[config.mk]
export PLATFORM = sky130hd
export DESIGN_NAME = reg_file_wb
export DESIGN_NICKNAME = d
export VERILOG_FILES = /design/src/rtl/riscv_pkg.sv /design/src/rtl/regfile_read_port.sv /design/src/rtl/reg_file_wb.sv
export SDC_FILE = /design/constraint.sdc
export NUM_CORES = 2
export LEC_CHECK = 0
export ABC_AREA = 1
export BUFFER_PORTS_ARGS = -buffer_cell sky130_fd_sc_hd__buf_2
export CAP_MARGIN = 20
export CORE_AREA = 2 2 297 299
export DETAILED_ROUTE_END_ITERATION = 10
export DIE_AREA = 0 0 299 301
export HOLD_SLACK_MARGIN = 0.15
export PLACE_DENSITY = 0.87
export SLEW_MARGIN = 10
export SYNTH_ARGS = -nofsm -noshare
export SYNTH_HDL_FRONTEND = slang
export SYNTH_SLANG_ARGS = --single-unit
[constraint.sdc]
create_clock -name clk -period 68.8 [get_ports clk]
set_clock_uncertainty 0.1 [all_clocks]
set_input_delay 6.88 -clock clk [delete_from_list [all_inputs] [get_ports clk]]
set_output_delay 6.88 -clock clk [all_outputs]
set_load 0.02 [all_outputs]
[src/rtl/riscv_pkg.sv]
// riscv_pkg: shared architectural constants for the integer register file
//   XLEN       register/data width
//   REG_ADDR_W register index width
//   NREGS      number of architectural registers
//   REG_ZERO   index of the hardwired-zero register x0
package riscv_pkg;
    localparam int XLEN       = 32;
    localparam int REG_ADDR_W = 5;
    localparam int NREGS      = 32;
    localparam logic [REG_ADDR_W-1:0] REG_ZERO = '0;
endpackage

[src/rtl/regfile_read_port.sv]
// regfile_read_port: one combinational read port of the register file
//   reset    forces the port to read 0 and suppresses forwarding
//   addr     source register index
//   regs     full register array contents
//   wb_data  write-back data presented this cycle
//   wb_addr  write-back destination index
//   wb_we    write-back enable
//   data     selected operand value
// Build option: REGFILE_WB_BYPASS_EN enables same-cycle write-back forwarding.
module regfile_read_port
    import riscv_pkg::*;
#(
    parameter int XLEN  = riscv_pkg::XLEN,
    parameter int NREGS = riscv_pkg::NREGS
) (
    input  logic                       reset,
    input  logic [REG_ADDR_W-1:0]      addr,
    input  logic [NREGS-1:0][XLEN-1:0] regs,
    input  logic [XLEN-1:0]            wb_data,
    input  logic [REG_ADDR_W-1:0]      wb_addr,
    input  logic                       wb_we,
    output logic [XLEN-1:0]            data
);
`ifdef REGFILE_WB_BYPASS_EN
    localparam bit BYPASS = 1'b1;
`else
    localparam bit BYPASS = 1'b0;
`endif
    // x0 and reset win over forwarding, so a write aimed at x0 can never leak out.
    always_comb
        data = (reset || addr == REG_ZERO) ? '0 :
               (BYPASS && wb_we && wb_addr == addr) ? wb_data : regs[addr];
endmodule

[src/rtl/reg_file_wb.sv]
// reg_file_wb: two-read, one-write integer register file with commit counter
//   clk          rising-edge clock
//   reset        asynchronous active-high reset; clears registers and counter
//   reg_data_wb  write-back data
//   reg_addr_wb  write-back destination index
//   reg_we_wb    write-back enable
//   rs1_addr     source 1 index
//   rs2_addr     source 2 index
//   rs1_data     source 1 value (combinational)
//   rs2_data     source 2 value (combinational)
//   wb_count     number of committed register writes, wraps at 2^32
// Build option: REGFILE_WB_BYPASS_EN forwards write-back data to matching read ports.
module reg_file_wb
    import riscv_pkg::*;
#(
    parameter int XLEN  = riscv_pkg::XLEN,
    parameter int NREGS = riscv_pkg::NREGS
) (
    input  logic                  clk,
    input  logic                  reset,
    input  logic [XLEN-1:0]       reg_data_wb,
    input  logic [REG_ADDR_W-1:0] reg_addr_wb,
    input  logic                  reg_we_wb,
    input  logic [REG_ADDR_W-1:0] rs1_addr,
    input  logic [REG_ADDR_W-1:0] rs2_addr,
    output logic [XLEN-1:0]       rs1_data,
    output logic [XLEN-1:0]       rs2_data,
    output logic [31:0]           wb_count
);
    logic [NREGS-1:0][XLEN-1:0] regs;
    logic                       commit;

    // x0 is never written, so it stays at its reset value of 0.
    assign commit = reg_we_wb && reg_addr_wb != REG_ZERO;

    always_ff @(posedge clk or posedge reset) begin
        if (reset) begin
            regs     <= '0;
            wb_count <= '0;
        end else if (commit) begin
            regs[reg_addr_wb] <= reg_data_wb;
            wb_count          <= wb_count + 32'd1;
        end
    end

    regfile_read_port #(.XLEN(XLEN), .NREGS(NREGS)) u_rs1 (
        .reset   (reset),
        .addr    (rs1_addr),
        .regs    (regs),
        .wb_data (reg_data_wb),
        .wb_addr (reg_addr_wb),
        .wb_we   (reg_we_wb),
        .data    (rs1_data)
    );

    regfile_read_port #(.XLEN(XLEN), .NREGS(NREGS)) u_rs2 (
        .reset   (reset),
        .addr    (rs2_addr),
        .regs    (regs),
        .wb_data (reg_data_wb),
        .wb_addr (reg_addr_wb),
        .wb_we   (reg_we_wb),
        .data    (rs2_data)
    );
endmodule

==> results.md <==
- Routed Antenna Nets: 0
- Detailed Route WL: 209.3 mm
- Internal power: 1.244 mW
- Commonest non-fill, non-tap cells in the layout: 3669 x nand2_1, 1108 x nand3_1, 1056 x dfrtp_1
- Post-Layout Inst Area: 0.06183 sq mm
- CTS tree: done
- Slew Limit Fails: 0
- Failing checks: design-rule violations
- DRT iter0 DRCs: 10598
- Crit end category: output pin
- Max Fclk: 53.51 MHz
- Slew headroom: 0.1266
- Switching power: 0.5959 mW
- CP max FO: 116
- Post-synth ARST share: 1.000
- First-pass GRT wire length: 319.5 mm
- Synth Flop Type: dfrtp_1
- Worst Hold Class: flop to flop
- Die Y-Extent: 301 microns
- Avg Inst Size Synth: 6.830 sq um
- Vias in the first global route: 56056
- Clock Latency Late Sink: 0.71 ns
- Initial antenna violation count: 9
- Final Cycle Share: 0.2716
- Detailed placement HPWL: 103.9 mm
- Synth Register Bits: 1056
- TNS Setup: 0 ns
- Post-Route M1 WL: 72.16 mm
- WL met3: 34.58 mm
- Worst-margin pin slew: 1.310 ns
- # resized after CTS: 0
- Layout Cells excl Fill: 9298
- Top Metal Used: met5
- Clk root buf: clkbuf_16
- Vias per cell: 6.527
- DP Area: 0.05787 sq mm
- Row cnt: 108
- DRT Pass-1 Iters: 11
- WS Path Type: primary input to output pin
- DIE AREA: 0.09000 sq mm
- Count of cell types in the netlist: 24
- Sw Ratio: 0.3238
- Sequential area share after synthesis: 0.4581
- Arr. time, crit path: 11.71 ns
- Clk sink count: 1056
- DRC: 1
- Largest net degree at the start of global routing: 193
- Starting density of the core: 0.6670
- Hold Buf Count CTS: 0
- Ordered cell list for the critical path: buf_8 -> inv_8 -> buf_4 -> buf_4 -> nand2_1 -> nand3_1 -> nand3_1 -> nand3_1 -> nand3_1 -> a21oi_1 -> buf_2
- Die W: 299 microns
- Placed Instances: 9088
- Grt ovf: 0
- Most frequent CP cell: nand3_1
- Commonest non-fill, non-tap cell in the layout: nand2_1
- LEAKAGE: 29.87 nW
- Mapped Area: 0.05768 sq mm
- Status: finished with violations
- Post-synth EDFFs: 0
- Final core utilization: 0.7150
- Crit path largest cell delay: 0.90 ns
- WL per Instance: 22.51 microns
- Pwr Density: 29.76 mW/mm^2
- Longest Clk Path Bufs: 3
- CTS Buf Count: 112
- Metal2 WL: 85.26 mm
- Total Power: 1.840 mW
- Flop pwr share: 0.454
- Worst path required time: 61.82 ns
- H-Tree Level Count: 3
- DR vias: 60685
- Nets: 8099
- Area growth from synthesis to layout: 7.197%
- RSZ-0062 raised after global routing: false
- Logic pwr share: 0.191
- Ports: 146
- Max Cap Violations: 0
- Clk slew on worst S/H paths: 0.06 ns
- Final setup violation count: 0
- Slowest cell on crit path: buf_4
- Synth Warn #: 0
- Routability cong.: 0.9240
- Setup Buffers After CTS: 0
- Final min period: 18.69 ns
- Worst VDD drop: 0.02349 mV
- # port buffers: 145
- Layout cell share with drive strength beyond 1: 0.05786
- Fill cell count: 6696
- Area of the core: 0.08648 sq mm
- Endpoints failing hold: 0
- Clock share of power: 0.355
- Mapped Nets: 8496
- Setup crit start kind: primary input
- Gate Count Post-Synth: 8445
- Gr usage total: 0.4571
-- through the flow --
| step | hold WS [ns] | worst slack (ns) |
|---|---|---|
| after floorplan | 0.3290 | 28.74 |
| after global routing | 0.2923 | 50.23 |
| after CTS | 0.2817 | 50.69 |
| after global placement | 0.2656 | 50.69 |
| final | 0.2844 | 50.11 |
| after detailed placement | 0.2684 | 50.70 |
-- cells by family after synthesis --
| group | after synthesis | synth area share |
|---|---|---|
| AO/OA/AOI/OAI | 1404 | 0.1218 |
| XOR/XNOR | 14 | 0.002126 |
| adder cells (fa/ha/maj) | 1 | 0.0002169 |
| buffers and inverters | 858 | 0.05744 |
| flip-flops | 1056 | 0.4581 |
| AND/OR/NAND/NOR | 5112 | 0.3603 |
-- area by class of cell --
type	count	area, sq um	share of cell area
Clock inverter	49	649.4	0.01050
Timing Repair Buffer	217	1354	0.02189
Multi-Input combinational cell	6531	28140	0.4551
Tap cell	1155	1445	0.02337
Clock buffer	158	3289	0.05320
Antenna cell	2	5.005	0.00008094
Sequential cell	1056	26430	0.4274
Inverter	130	525.5	0.008499
-- state kept, by name, indices dropped and copies added, names as in the netlist --
signal	flops
wb_count	32
regs	1024
-- synth_stat cells, drive strengths merged (3+ instances only) --
master / instances / share of area
xor2: 11 / 0.0017
nor3: 22 / 0.0033
a21oi: 480 / 0.042
nand3b: 5 / 0.00065
nor2: 273 / 0.018
dfrtp: 1056 / 0.46
inv: 126 / 0.0082
buf: 119 / 0.0093
clkbuf: 609 / 0.040
nand3: 1108 / 0.096
o21ai: 924 / 0.080
nand2: 3698 / 0.24
clkinv: 4 / 0.00026
nand4: 5 / 0.00054
xnor2: 3 / 0.00046
-- power groups by stage --
stage          Sequential (mW)  Combinational (mW)  Clock (mW)
6_report                 0.836               0.351       0.654
5_1_grt                  0.848               0.394       0.676
4_1_cts                  0.829               0.342       0.648
3_5_place_dp             0.838               0.338           0
3_3_place_gp             0.833               0.323           0
2_1_floorplan            0.821               0.256           0
-- layer usage --
| metal | up-vias | global-route usage |
|---|---|---|
| li1 | 26515 | - |
| met1 | 27565 | 0.5887 |
| met2 | 5278 | 0.6490 |
| met3 | 1317 | 0.1607 |
| met4 | 10 | 0.3133 |
| met5 | - | 0 |
-- final timing paths --
path | from | end | slack (ns) | cells after the start
setup / recovery | rs2_addr[0] | rs2_data[2] | 50.11 | 11
hold / removal | regs[15]$_DFFE_PP0P_ | regs[15]$_DFFE_PP0P_ | 0.28 | 0
setup reg to reg | wb_count[2]$_DFFE_PP0P_ | wb_count[19]$_DFFE_PP0P_ | 66.69 | 7
hold reg to reg | regs[15]$_DFFE_PP0P_ | regs[15]$_DFFE_PP0P_ | 0.28 | 0
max in group asynchronous | reset | regs[702]$_DFFE_PP0P_ | 59.16 | 5
min in group asynchronous | reset | regs[930]$_DFFE_PP0P_ | 6.16 | 2
-- critical path, delay by kind of cell --
kind	cells	cell delay [ns]
buf+inv	5	3.06
simple gates	5	0.57
compound gates	1	0.86
Power figures use the tool's default switching activity.
